## src/rtl/fetch_unit.sv

```systemverilog
// Fetch stage: PC, in-order imem requests, response FIFO to decode.
// Handles branch redirect (flush + drop of in-flight words) and sticky halt.
module fetch_unit #(
  parameter int                     WIDTH    = 32,
  parameter int                     PC_WIDTH = 16,
  parameter logic [PC_WIDTH-1:0]    RESET_PC = '0,
  parameter int                     DEPTH    = 2
) (
  input  logic                clk,
  input  logic                rst_n,
  output logic                imem_req_valid,
  input  logic                imem_req_ready,
  output logic [PC_WIDTH-1:0] imem_req_addr,
  input  logic                imem_resp_valid,
  input  logic [WIDTH-1:0]    imem_resp_data,
  output logic                inst_valid,
  input  logic                inst_ready,
  output logic [WIDTH-1:0]    inst,
  output logic [PC_WIDTH-1:0] inst_pc,
  input  logic                redirect_valid,
  input  logic [PC_WIDTH-1:0] redirect_pc,
  input  logic                halt_req,
  output logic                halted
);

  localparam int AW = (DEPTH > 1) ? $clog2(DEPTH) : 1;
  localparam int CW = $clog2(DEPTH) + 1;

  typedef enum logic {S_RUN, S_HALT} state_t;

  state_t              r_state;
  logic [PC_WIDTH-1:0] r_pc;
  logic [CW-1:0]       r_out;
  logic [CW-1:0]       r_drop;
  logic [CW-1:0]       r_cnt;
  logic [AW-1:0]       r_rp;
  logic [AW-1:0]       r_wp;
  logic [AW-1:0]       r_qr;
  logic [AW-1:0]       r_qw;
  logic [WIDTH-1:0]    r_fd [DEPTH];
  logic [PC_WIDTH-1:0] r_fp [DEPTH];
  logic [PC_WIDTH-1:0] r_pq [DEPTH];

  logic w_run;
  logic w_room;
  logic w_pop;
  logic w_halt;
  logic w_redir;
  logic w_req;
  logic w_resp;
  logic w_push;

  function automatic logic [AW-1:0] nxt(input logic [AW-1:0] p);
    return (p == AW'(DEPTH - 1)) ? '0 : p + AW'(1);
  endfunction

  // Room counts both in-flight words and buffered ones
  assign w_run   = (r_state == S_RUN);
  assign w_room  = ({1'b0, r_out} + {1'b0, r_cnt}) < (CW+1)'(DEPTH);
  assign w_pop   = inst_valid && inst_ready;
  assign w_halt  = halt_req && w_pop;
  assign w_redir = redirect_valid && w_run && !w_halt;
  assign w_req   = imem_req_valid && imem_req_ready;
  assign w_resp  = imem_resp_valid && (r_out != '0);
  assign w_push  = w_resp && (r_drop == '0) && w_run;

  assign imem_req_valid = rst_n && w_run && w_room && !redirect_valid
                        && !(halt_req && inst_valid);
  assign imem_req_addr  = r_pc;
  assign inst_valid     = (r_cnt != '0) && w_run;
  assign inst           = r_fd[r_rp];
  assign inst_pc        = r_fp[r_rp];
  assign halted         = (r_state == S_HALT);

  always_ff @(posedge clk or negedge rst_n) begin
    if (!rst_n) begin
      r_state <= S_RUN;
      r_pc    <= RESET_PC;
      r_out   <= '0;
      r_drop  <= '0;
      r_qr    <= '0;
      r_qw    <= '0;
      for (int i = 0; i < DEPTH; i++) r_pq[i] <= '0;
    end else begin
      if (w_halt) r_state <= S_HALT;
      if (w_redir) r_pc <= redirect_pc;
      else if (w_req) r_pc <= r_pc + PC_WIDTH'(1);
      r_out <= r_out + CW'(w_req) - CW'(w_resp);
      // Everything still in flight after this edge is stale
      if (w_redir) r_drop <= r_out - CW'(w_resp);
      else if (w_resp && (r_drop != '0)) r_drop <= r_drop - CW'(1);
      if (w_req) begin
        r_pq[r_qw] <= r_pc;
        r_qw       <= nxt(r_qw);
      end
      if (w_resp) r_qr <= nxt(r_qr);
    end
  end

  always_ff @(posedge clk or negedge rst_n) begin
    if (!rst_n) begin
      r_cnt <= '0;
      r_rp  <= '0;
      r_wp  <= '0;
      for (int i = 0; i < DEPTH; i++) begin
        r_fd[i] <= '0;
        r_fp[i] <= '0;
      end
    end else if (w_halt || w_redir) begin
      r_cnt <= '0;
      r_rp  <= '0;
      r_wp  <= '0;
    end else begin
      if (w_push) begin
        r_fd[r_wp] <= imem_resp_data;
        r_fp[r_wp] <= r_pq[r_qr];
        r_wp       <= nxt(r_wp);
      end
      if (w_pop) r_rp <= nxt(r_rp);
      r_cnt <= r_cnt + CW'(w_push) - CW'(w_pop);
    end
  end

endmodule

```

## config.mk

```make
export PLATFORM = sky130hd
export DESIGN_NAME = fetch_unit
export DESIGN_NICKNAME = d
export VERILOG_FILES = /design/src/rtl/fetch_unit.sv
export SDC_FILE = /design/constraint.sdc
export NUM_CORES = 1
export LEC_CHECK = 0
export CAP_MARGIN = 20
export CORE_ASPECT_RATIO = 0.8
export CORE_UTILIZATION = 53
export DETAILED_ROUTE_END_ITERATION = 16
export PLACE_DENSITY = 0.8
export REMOVE_ABC_BUFFERS = 1
export SYNTH_ARGS = -nofsm -noshare
export SYNTH_HDL_FRONTEND = slang
export SYNTH_SLANG_ARGS = --single-unit
```

## constraint.sdc

```tcl
create_clock -name clk -period 3 [get_ports clk]
set_input_delay 0.45 -clock clk [delete_from_list [all_inputs] [get_ports clk]]
set_output_delay 0.45 -clock clk [all_outputs]
set_load 0.01 [all_outputs]
```

After elaboration in Yosys (flattened, before gate mapping)
Cells that the tools add are included.

storage, ports and cells
  logic and storage cells = 101
  output and inout bits = 67
  register bits after elaboration = 155

cells by class
  $add $sub $neg = 12
  order comparisons = 7
  reduce and logical (&&, ||, !) cells = 30
  bitwise gates (word level) = 6
  multiplexer cells = 31

operator list
  cell                                                         number
  2-to-1 mux 16 bit                                            10
  2-to-1 mux 32 bit                                            4
  bitwise mux 32 bit                                           2
  bitwise mux 64 bit                                           1
  demux 16 bit (select 1 bit)                                  2
  demux 32 bit (select 1 bit)                                  1
  logical AND 1 bit                                            17
  adder 16 x 1 -> 16 bit (second input constant)               1
  nonzero test 2 bit                                           7
  greater-or-equal comparator 2 bit (second input constant)    4
  2-to-1 mux 1 bit                                             8
  NOT 1 -> 2 bit                                               4
  2-to-1 mux 2 bit                                             3
  subtractor 2 x 1 -> 2 bit                                    3
  adder 1 bit (second input constant)                          4
  adder 2 x 1 -> 2 bit                                         2
  less-than comparator 2 x 1 -> 1 bit (second input constant)  2
  adder 2 x 2 -> 3 bit                                         1
  zero test 1 bit                                              3
  less-than comparator 3 x 2 -> 1 bit (second input constant)  1
  zero test 2 bit                                              1
  NOT 1 bit                                                    2
  AND reduction 2 bit                                          1
  subtractor 2 x 1 -> 2 bit (second input constant)            1
  logical OR 1 bit                                             1

Depth between registers and ports, before layout
Gate-level depths: netlist of the first run.

  depth in word-level cells = 9
  mapped depth = 13
  mapped depth without buffers = 10

Worst setup path after synthesis of the first run
No wires, ideal clock.

  path kind = register to register
  start = register r_out[0]
  end = register r_out[1]
  arrival = 2540 ps
  cell stages (with the launch flop) = 14
  library setup time = 123 ps
  path buffers = 3
  setup slack = 337 ps
  cell sequence = dfrtp_1 and2_1 fa_1 nor3b_2 o2111a_1 buf_6 inv_2 buf_6 buf_2 ha_1 inv_1 ha_1 xnor2_1 xnor2_1

on the way
  cells in the longest elaborated chain, start to end = 8

RTL lines
  what                                 RTL line  source
  start: declaration                   33        logic [CW-1:0] r_out;
  start signal: assignment             88        r_out <= r_out + CW'(w_req) - CW'(w_resp);
  adder 2 x 2 -> 3 bit                 59        assign w_room = ({1'b0, r_out} + {1'b0, r_cnt}) < (CW+1)'(DEPTH);
  less-than comparator 3 x 2 -> 1 bit  59
  logical AND 1 bit (2 in series)      67        assign imem_req_valid = rst_n && w_run && w_room && !redirect_valid
  logical AND 1 bit                    68        && !(halt_req && inst_valid);
  logical AND 1 bit                    63        assign w_req = imem_req_valid && imem_req_ready;
  adder 2 x 1 -> 2 bit                 88
  subtractor 2 x 1 -> 2 bit (*)        88

Every way passes the cells marked *; elsewhere a longest branch is shown, timed or not.
A chain may end at the register's enable or synchronous reset.

Worst setup path after layout of the first run
  start = register r_rp
  end = output port inst[10]

on the way
  cells in the longest elaborated chain, start to end = 4

RTL lines
  what                                                   RTL line  source
  start: declaration                                     36        logic [AW-1:0] r_rp;
  start signal: assignment                               119       if (w_pop) r_rp <= nxt(r_rp);
  NOT 1 -> 2 bit (implied by the code)                   71        assign inst = r_fd[r_rp];
  2-to-1 mux 32 bit (implied by the code) (3 in series)  71
  end: declaration                                       18        output logic [WIDTH-1:0] inst,

Every way passes these cells. The select of a mux whose other input is x is not followed.

==> results by group, run 1 <==
Worst setup path
  – Crit path launch type: register
  – Worst path required time: 2.55 ns
  – Critical Path AT: 2.24 ns
  – Slowest-stage cell, CP: dfrtp_2
  – CP cell instances: buf_4, mux2_2, clkdlybuf4s50_1
  – Critical Path End Type: output pin
  – CP max FO: 16
  – Buffers and inverters on the worst path: 2
  – CP top delay family: buffers and inverters
  – Critical path class: register to output pin
  – Worst path max stage delay: 0.68 ns

Die
  – Placeable Area: approximately 13000 um2
  – DIE AREA: 13900 um2
  – Die Span Y: roughly 110 um
  – Initial Util: 0.5489
  – IO Pins: 122
  – Die span in x: between 100 and 150 um
  – Num rows: 37

CTS
  – Htree depth: 4
  – Cts repair resizes: 0
  – Worst skew pair latency: 0.42 ns
  – CTS clk-pin slew, worst paths: 0.07 ns
  – CTS Buf Count: 17
  – CTS tree: yes
  – CTS sink count: 155
  – CTS Root Buffer Type: clkbuf_16
  – Post-CTS setup repair buffer count: 0
  – CTS Hold Bufs: 0
  – Clk buf depth: 2

Timing
  – F_max: approximately 0.37 GHz
  – Worst hold slack: 0.2022 ns
  – Fin. max-slew vios: 0
  – Hold Vio Cnt, Final: 0
  – Setup violations, final: 0
  – Worst slew pin tran: about 0.82 ns
  – Worst clock skew: 0.01114 ns
  – Tmin final: approximately 2.7 ns
  – Final setup TNS: 0 ns
  – Max-slew headroom: 0.4560
  – RSZ-0062 raised after global routing: no
  – Final period util: 0.8972

Yosys
  – Synth warnings: 0
  – Async set-reset flop share out of synthesis: 1.000
  – Distinct cells, synth: 44
  – Synth Cell Area: just over 7000 um2
  – Leading post-synthesis cells by cell area: dfrtp_1 55%, mux2_2 31%, ha_1 1.2%
  – Syn Inst Count: between 500 and 600
  – Seq/Total Area, Yosys: 0.5451
  – Area share of the largest cell type after synthesis: 0.5451
  – Ys flop type: dfrtp_1
  – Yosys reg bits: ~160
  – Synth area leader: dfrtp_1
  – Syn Area/Cell: about 14 um2
  – Number of synthesized flops with an enable pin: 0

Placement
  – Post-DP HPWL: 9.858 mm
  – Post-Place Cells: 792
  – Port Buffers: 121
  – Gp weighted congestion: 0.8059
  – Area after DPL: 8532 um2

Finish
  – NumNets Final: about 700
  – Final design utilization: 0.7027
  – Layout cells sized above 1: 0.3806
  – # fillers: 868
  – Area delta synth->final: 28.01%
  – ANT cells: 0
  – Non-filler instance count after layout: 824
  – Multi-input gate area: 3043 um2
  – Design area: 9109 um2
  – Sequential Area: 3880 um2

Global route
  – Gr usage total: 0.2340
  – Initial antenna violation count: 0
  – Largest net degree at the start of global routing: roughly 160
  – First-pass GRT wire length: 25.16 mm
  – Grt total ovfl: 0
  – Vias in the first global route: 4811

Hold path
  – HP Class: primary input to async pin

Power
  – Max IR drop VDD: 0.0004544 V
  – Pleak: 0.004060 uW
  – Power per cell area: 992.9 nW/um2

Route
  – Wirelength per Cell: 18.17 um
  – Routed Antenna Nets: 0
  – WL final: around 15 mm
  – Initial DRT Pass Iterations: 4
  – Via density: 5.555
  – Starting DRT DRC Count: roughly 260
  – Vias: 4577
  – DRC violations left: 0

Outcome
  – Status: finished clean

Run
  – Max-Cap Viols: 0
-- per-stage QoR --
step	setup slack (ns)	power [uW]
floorplan	-0.3857	5401
global placement	0.4158	6844
detailed placement	0.2933	7025
CTS	0.1016	9127
global route	0.07504	9586
finish	0.3084	9044
-- routing by layer --
layer | vias to the layer above | track usage | part of all wire
met2 | 111 | 0.3893 | 0.51
met5 | - | 0 | 0
met1 | 2339 | 0.3129 | 0.44
li1 | 2118 | - | -
met3 | 9 | 0.05147 | 0.044
met4 | 0 | 0.05814 | 0.0067
-- worst register-to-register path, cell delays in order, from the launching register on --
cell	delay, ns
dfrtp_1	0.41
and2_1	0.18
fa_1	0.46
nor3b_2	0.24
o2111a_1	0.25
inv_2	0.20
ha_1	0.35
inv_1	0.04
ha_1	0.17
xnor2_1	0.13
xnor2_1	0.13
-- state kept, by name, indices dropped and copies added (netlist names) --
name and flops:
halted 1, imem_req_addr 16, r_wp 1, r_fd 64, r_pq 32, r_out 2
r_cnt 2, r_fp 32, r_qr 1, r_rp 1, r_qw 1, r_drop 2
-- synth_stat cells, drive strengths merged (2+ instances only) --
cell type  count
a21oi          3
a221o          2
a31oi         10
and2           4
and4           2
buf           20
clkbuf         9
dfrtp        155
ha             7
inv           12
mux2         195
nand2         10
nand3         10
nand3b         2
nand4          4
nor2          15
nor3           4
nor3b          3
o211ai         2
o21ai          6
o31ai          8
or3            2
or4            9
xnor2          8
-- power breakdown --
group	internal, uW	switching (uW)	total (uW)
registers	2930	692	3630
logic	2100	1250	3350
clock network	1180	889	2070
-- placed cells by master, fill, tap and decap left out, types with 2 or more instances in the layout --
cell | netlist | final
a21oi_1 | 3 | 3
a221o_1 | 2 | 2
a31oi_1 | 10 | 10
and2_1 | 4 | 4
and4_1 | 2 | 2
buf_12 | 0 | 4
buf_4 | 6 | 7
clkbuf_16 | 0 | 17
clkdlybuf4s50_1 | 0 | 119
clkinvlp_4 | 0 | 6
dfrtp_1 | 155 | 154
ha_1 | 7 | 7
inv_1 | 11 | 11
inv_6 | 0 | 4
mux2_2 | 195 | 195
nand2_1 | 10 | 10
nand3_1 | 10 | 10
nand3b_1 | 2 | 2
nand4_1 | 4 | 4
nor2_1 | 14 | 14
nor3_1 | 3 | 3
nor3b_2 | 2 | 2
o211ai_1 | 2 | 2
o21ai_0 | 5 | 5
o31ai_1 | 8 | 8
or3_1 | 2 | 2
or4_1 | 9 | 9
xnor2_1 | 8 | 8
-- final timing paths --
| check | end | startpoint | slack, ns | cells past startpoint |
|---|---|---|---|---|
| worst max-delay path | inst[10] | r_rp | 0.31 | 3 |
| worst min-delay path | imem_req_addr[4] | rst_n | 0.20 | 2 |
| worst max register to register | r_out[1] | r_out[0] | 0.31 | 10 |
| worst min register to register | r_fp[24] | r_fp[24] | 0.50 | 1 |
| max in group asynchronous | r_fp[24] | rst_n | 2.18 | 2 |
| min in group clk | r_fp[24] | r_fp[24] | 0.50 | 1 |
-- cell families (layout without fill, tap and decap cells) --
kind of cell    after synthesis  after routing  synth area share
compound gates               39             39           0.03868
fa+ha+maj                     8              8           0.01512
mux                         195            195            0.3086
flops                       155            155            0.5451
simple gates                 67             67           0.05328
buf+inv                      41            176           0.02813
xor+xnor                      9              9           0.01108
-- area by class of cell --
type | count | share of cell area
inverters | 12 | 0.004945
well taps | 175 | 0.02404
clock inverters | 14 | 0.01484
flip-flops and latches | 155 | 0.4260
clock buffers | 18 | 0.04821
multi-input cells | 318 | 0.3341
repair buffers | 132 | 0.1479
Note: power is estimated with default switching activity, not from simulation.
==> run 2, diff against run 1 <==
--- a/config.mk
+++ b/config.mk
@@ -9,7 +9,7 @@
 export CORE_ASPECT_RATIO = 0.8
 export CORE_UTILIZATION = 53
 export DETAILED_ROUTE_END_ITERATION = 16
-export PLACE_DENSITY = 0.8
+export PLACE_DENSITY = 0.92
 export REMOVE_ABC_BUFFERS = 1
 export SYNTH_ARGS = -nofsm -noshare
 export SYNTH_HDL_FRONTEND = slang
==> run 2 against run 1 <==
Effect of this change:
- core utilization grew 0.51 points
- non-clock buffer count grew 2
- sequential share of layout area shrank 0.31 points
- largest cell class unchanged
- die area is the same
==> results by group, run 2 (synthesized netlist as in run 1, its figures left out) <==
Timing
  – RSZ-0062 raised after global routing: no
  – Tmin final: 2.869 ns (+0.1771 ns)
  – Final period util: 0.9562 (+0.05904)
  – Final setup TNS: 0 ns (unchanged)
  – F_max: 0.3486 GHz (-6.2%)
  – Fin. max-slew vios: 0 (unchanged)
  – Setup violations, final: 0 (unchanged)
  – Max-slew headroom: 0.3941 (-0.06193)
  – Hold Vio Cnt, Final: 0 (unchanged)
  – Worst slew pin tran: 0.9089 ns (+0.09289 ns)
  – Worst clock skew: 0.008416 ns (-0.002722 ns)

Power
  – Max IR drop VDD: 0.0005145 V (+13%)
  – Clock network power share: 0.235 (+0.006)
  – Internal Pwr Total: 6389 uW (+2.8%)
  – Power per cell area: 1006 nW/um2 (+1.4%)
  – Sw Pwr: 2845 uW (+0.49%)
  – Pleak: 0.004102 uW (+1.0%)
  – Combinational share of power: 0.369 (-0.002)
  – Sequential Power Share: 0.396 (-0.005)
  – Switch share: 0.3081 (-0.004910)

Finish
  – NumNets Final: 701 (+0.29%)
  – Area delta synth->final: 28.94%
  – Commonest non-fill, non-tap cell in the layout: mux2_2
  – Design area: 9175 um2 (+0.73%)
  – # fillers: 855 (-1.5%)
  – Biggest regs: r_fd x64, r_fp x32, r_pq x32
  – Max reg flops: 64 (unchanged)
  – Reg with most FFs: r_fd
  – ANT cells: 0 (unchanged)
  – Layout cells sized above 1: 0.3794 (-0.001169)
  – Commonest cells after routing, fill and taps aside: 195 x mux2_2, 154 x dfrtp_1, 119 x clkdlybuf4s50_1, 17 x clkbuf_16, 14 x nor2_1

Hold path
  – Worst min-delay path startpoint: r_fd[5]
  – HP Class: register to register

Die
  – Num rows: 37 (unchanged)
  – Placeable Area: 12960 um2 (unchanged)
  – DIE AREA: 13900 um2 (unchanged)
  – Initial Util: 0.5489 (unchanged)
  – IO Pins: 122 (unchanged)
  – Die Span Y: 105.6 um (unchanged)
  – Die span in x: 131.5 um (unchanged)

Route
  – Vias: 4700 (+2.7%)
  – WL final: 15.67 mm (+4.7%)
  – Initial DRT Pass Iterations: 5 (+1)
  – Routed Antenna Nets: 0 (unchanged)
  – Starting DRT DRC Count: 257 (-0.77%)
  – Wirelength per Cell: 18.98 um (+4.5%)
  – Via density: 5.690 (+2.4%)
  – DRC violations left: 0 (unchanged)

Worst setup path
  – Worst path required time: 3.28 ns (+0.73 ns)
  – R2R Path Start: r_out[0]
  – Crit path launch type: register
  – Critical Path Source: r_out[0]
  – Critical Path AT: 3.15 ns (+0.91 ns)
  – Critical path class: register to register
  – Critical Path End Type: register
  – CP max FO: 16 (unchanged)

CTS
  – CTS Buf Count: 17 (unchanged)
  – Worst skew pair latency: 0.41 ns (about the same)
  – Clk buf depth: 2 (unchanged)
  – CTS sink count: 155 (unchanged)
  – Htree depth: 4 (unchanged)
  – CTS tree: yes
  – CTS clk-pin slew, worst paths: 0.06 ns (about the same)
  – Post-CTS setup repair buffer count: 0 (unchanged)
  – CTS Root Buffer Type: clkbuf_16

Placement
  – Port Buffers: 121 (unchanged)
  – Gp weighted congestion: 0.8572 (+6.4%)
  – Area after DPL: 8532 um2 (unchanged)
  – Post-DP HPWL: 10.36 mm (+5.1%)

Global route
  – First-pass GRT wire length: 26.36 mm (+4.8%)
  – Vias in the first global route: 5198 (+8.0%)
  – Gr usage total: 0.2440 (+0.009936)
  – Grt total ovfl: 0 (unchanged)
  – Largest net degree at the start of global routing: 83 (-47%)
  – Initial antenna violation count: 0 (unchanged)

Outcome
  – Status: finished clean

Run
  – Max-Cap Viols: 0 (unchanged)
## run 2: stage by stage
stage / cells / hold slack (ns) / worst slack [ns] / power, uW / utilization
after floorplan: 485 / 0.1544 / -0.3857 / 5401 / -
after global routing: 826 / 0.5122 / 0.01113 / 9768 / 0.7078
after CTS: 824 / 0.3036 / 0.05321 / 9297 / 0.7047
after global placement: 792 / 0.4811 / 0.4133 / 6811 / 0.6582
after detailed placement: 792 / 0.4882 / 0.2485 / 7066 / 0.6582
final: 826 / 0.4975 / 0.1313 / 9233 / 0.7078
## run 2: cell type report
class	count	area, um2	area share
clock buffers	20	456.7	0.04977
clock inverters	12	146.4	0.01596
inverters	12	45.04	0.004909
well taps	175	219.0	0.02386
repair buffers	134	1385	0.1510
multi-input cells	318	3043	0.3317
flip-flops and latches	155	3880	0.4229
## run 2: critical path, cell delays in order (launching register included)
cell and delay (ns):
dfrtp_1 0.43, and2_1 0.21, fa_1 0.48, nor3b_2 0.21, o2111a_1 0.27, buf_4 0.17
nand2_1 0.49, mux2_2 0.48
## run 2: per-layer routing
metal	vias up	part of all wire	GRT usage
met1	2394	0.43	0.3116
met5	-	0	0
met2	148	0.51	0.4048
met4	0	0.015	0.08804
li1	2129	-	-
met3	29	0.049	0.06061
## run 2: path summary, 6_finish.rpt
| path | end | depth (start not counted) | slack [ns] |
|---|---|---|---|
| setup reg to reg | r_pq[6] | 7 | 0.13 |
| min in group asynchronous | r_fp[30] | 3 | 0.54 |
| hold reg to reg | r_fd[5] | 1 | 0.50 |
| hold / removal | r_fd[5] | 1 | 0.50 |
| setup / recovery | r_pq[6] | 7 | 0.13 |
| max in group asynchronous | r_rp | 3 | 1.50 |
## run 2: what timing repair did
item / CTS / global route
endpoints found under the setup margin: 0 / 1
hold buffers: 0 / 1
resized for setup: 0 / 1
hold endpoints to repair: 0 / 7
## run 2: power by group through the flow
stage | registers [uW] | logic (uW) | clock network [uW]
6_report | 3660 | 3410 | 2170
3_5_place_dp | 3670 | 3390 | 0
5_1_grt | 3770 | 3680 | 2320
4_1_cts | 3650 | 3450 | 2200
3_3_place_gp | 3560 | 3250 | 0
2_1_floorplan | 3500 | 1900 | 0
==> run 3, diff against run 2 <==
--- a/config.mk
+++ b/config.mk
@@ -7,8 +7,10 @@
 export LEC_CHECK = 0
 export CAP_MARGIN = 20
 export CORE_ASPECT_RATIO = 0.8
+export CORE_MARGIN = 1
 export CORE_UTILIZATION = 53
 export DETAILED_ROUTE_END_ITERATION = 16
+export GPL_TIMING_DRIVEN = 0
 export PLACE_DENSITY = 0.92
 export REMOVE_ABC_BUFFERS = 1
 export SYNTH_ARGS = -nofsm -noshare
==> run 3 against run 2 <==
Effect of this change:
- highest routed layer unchanged
- clock-buffer cell count unchanged
- sequential share of layout area fell by 0.77 points
- global-route usage about the same
- largest power group unchanged
- non-clock buffer count grew 1
- critical endpoint is now r_out[1]
- clock power up 6%
- via count rose by 0.40%
- die area unchanged
- critical path type unchanged
- flip-flop and latch count did not move
- sequential power is essentially flat
- first-iteration DRC count increased by 0.39%
- critical path depth up 3
- cell area grew 1.9%
==> results by group, run 3 (synthesized netlist as in run 1, its figures left out) <==
Worst setup path
  – CP max FO: 30 (+14)
  – Critical Path AT: 3.16 ns (about the same)
  – Crit path launch type: register
  – Worst path required time: 3.31 ns (+0.03 ns)
  – Register-to-Register Path Depth: 10 (+3)
  – Critical Path End Type: register
  – Critical path class: register to register

Die
  – Die Span Y: 105.6 um (unchanged)
  – Initial Util: 0.5489 (unchanged)
  – DIE AREA: 13900 um2 (unchanged)
  – Placeable Area: 12960 um2 (unchanged)
  – IO Pins: 122 (unchanged)
  – Num rows: 37 (unchanged)
  – Die span in x: 131.5 um (unchanged)

CTS
  – Clk buf depth: 2 (unchanged)
  – CTS Root Buffer Type: clkbuf_16
  – Post-CTS setup repair buffer count: 0 (unchanged)
  – CTS Buf Count: 17 (unchanged)
  – Worst skew pair latency: 0.41 ns (about the same)
  – CTS tree: yes
  – Htree depth: 4 (unchanged)
  – CTS sink count: 155 (unchanged)
  – CTS clk-pin slew, worst paths: 0.06 ns (about the same)

Global route
  – Initial antenna violation count: 0 (unchanged)
  – Largest net degree at the start of global routing: 54 (-35%)
  – Vias in the first global route: 5117 (-1.6%)
  – Gr usage total: 0.2440 (about the same)
  – Grt total ovfl: 0 (unchanged)
  – First-pass GRT wire length: 26.32 mm (-0.16%)

Run
  – Max-Cap Viols: 0 (unchanged)

Placement
  – Gp weighted congestion: 0.8407 (-1.9%)
  – Port Buffers: 121 (unchanged)
  – Post-DP HPWL: 10.45 mm (+0.89%)

Finish
  – NumNets Final: 702 (+0.14%)
  – Commonest non-fill, non-tap cell in the layout: mux2_2
  – Final design utilization: 0.7209 (+0.01313)
  – Layout cells sized above 1: 0.3763 (-0.003072)
  – Area delta synth->final: 31.33%
  – ANT cells: 0 (unchanged)
  – Biggest regs: r_fd x64, r_fp x32, r_pq x32
  – Reg with most FFs: r_fd
  – Max reg flops: 64 (unchanged)
  – Commonest cells after routing, fill and taps aside: 195 x mux2_2, 154 x dfrtp_1, 119 x clkdlybuf4s50_1, 17 x clkbuf_16, 14 x nor2_1

Timing
  – F_max: 0.3513 GHz (+0.77%)
  – RSZ-0062 raised after global routing: no
  – Worst hold slack: 0.03202 ns (-0.4655 ns)
  – Worst clock skew: 0.007926 ns (-0.0004901 ns)
  – Worst slew pin tran: 0.9673 ns (+0.05844 ns)
  – Hold Vio Cnt, Final: 0 (unchanged)
  – Setup violations, final: 0 (unchanged)
  – Tmin final: 2.847 ns (-0.02180 ns)
  – Final period util: 0.9490 (-0.007265)
  – Fin. max-slew vios: 0 (unchanged)
  – Max-slew headroom: 0.3537 (-0.04035)

Power
  – Power per cell area: 1004 nW/um2 (-0.20%)
  – Max IR drop VDD: 0.0005752 V (+12%)
  – Pleak: 0.004164 uW (+1.5%)

Route
  – Vias: 4719 (+0.40%)
  – Met1 wire length: 6.757 mm (+0.81%)
  – Met3 routed wirelength: 905 um (+18%)
  – Via density: 5.713 (+0.40%)
  – Wirelength per Cell: 19.35 um (+2.0%)
  – Routed Antenna Nets: 0 (unchanged)
  – DRC violations left: 0 (unchanged)
  – Starting DRT DRC Count: 258 (+0.39%)
  – Initial DRT Pass Iterations: 4 (-1)
  – DR WL met2: 8.092 mm (+1.6%)
  – Max Used Layer: met4
  – WL final: 15.98 mm (+2.0%)

Hold path
  – HP Class: primary input to async pin

Outcome
  – Status: finished clean
run 3: cell count changes in the layout (fill, tap and decap cells not counted), sizes merged:
cell	delta
clkinv	-4
dlygate4sd3	+2
bufbuf	+1
clkinvlp	+1
bufinv	+2
buf	-2
run 3: critical path: stages, from the launching register on:
cell	delay, ns
dfrtp_1	0.41
and2_1	0.18
fa_1	0.44
nor3b_2	0.21
o2111a_2	0.37
inv_4	0.17
ha_1	0.32
inv_1	0.04
ha_1	0.18
xnor2_1	0.23
xnor2_1	0.19
run 3: power breakdown:
part           switching, uW  total (uW)  internal [uW]
clock                    819        2310           1490
sequential               757        3690           2930
combinational           1270        3380           2120
run 3: what timing repair did:
item,4_1_cts,5_1_grt
cloned,1,0
resized for setup,2,3
hold buffers,4,0
endpoints found under the hold margin,1,0
endpoints found under the setup margin,17,18
run 3: per-layer routing:
layer | track usage | vias up
met5 | 0 | -
met4 | 0.08472 | 0
met1 | 0.3122 | 2409
li1 | - | 2120
met2 | 0.4153 | 167
met3 | 0.04858 | 23
run 3: layout make-up:
cell class,instances,area (um2)
multi-input combinational,318,3049
clock buffer,20,446.7
tap,175,219.0
sequential,155,3880
clock inverter,11,193.9
fill,806,3617
inverter,12,47.55
timing repair buffer,135,1509
run 3: per-stage QoR:
stage,total power (uW),cell area (um2),TNS [ns],std cells,setup WS [ns]
6_report,9386,9345,0,826,0.1531
3_5_place_dp,7030,8600,-23.95,789,-0.7726
2_1_floorplan,5401,6960,-18.51,485,-0.3857
5_1_grt,9898,9345,0,826,0.01800
4_1_cts,9425,9329,0,825,0.08787
3_3_place_gp,6760,8391,-1120.12,781,-5.492
run 3: worst paths after layout:
| kind | start | end | slack (ns) |
|---|---|---|---|
| min in group clk | r_fd[16] | r_fd[16] | 0.50 |
| max reg2reg | r_out[0] | r_out[1] | 0.15 |
| max | r_out[0] | r_out[1] | 0.15 |
| min | rst_n | r_fd[44] | 0.03 |
| max in group asynchronous | rst_n | r_fd[43] | 2.19 |
| min reg2reg | r_fd[16] | r_fd[16] | 0.50 |
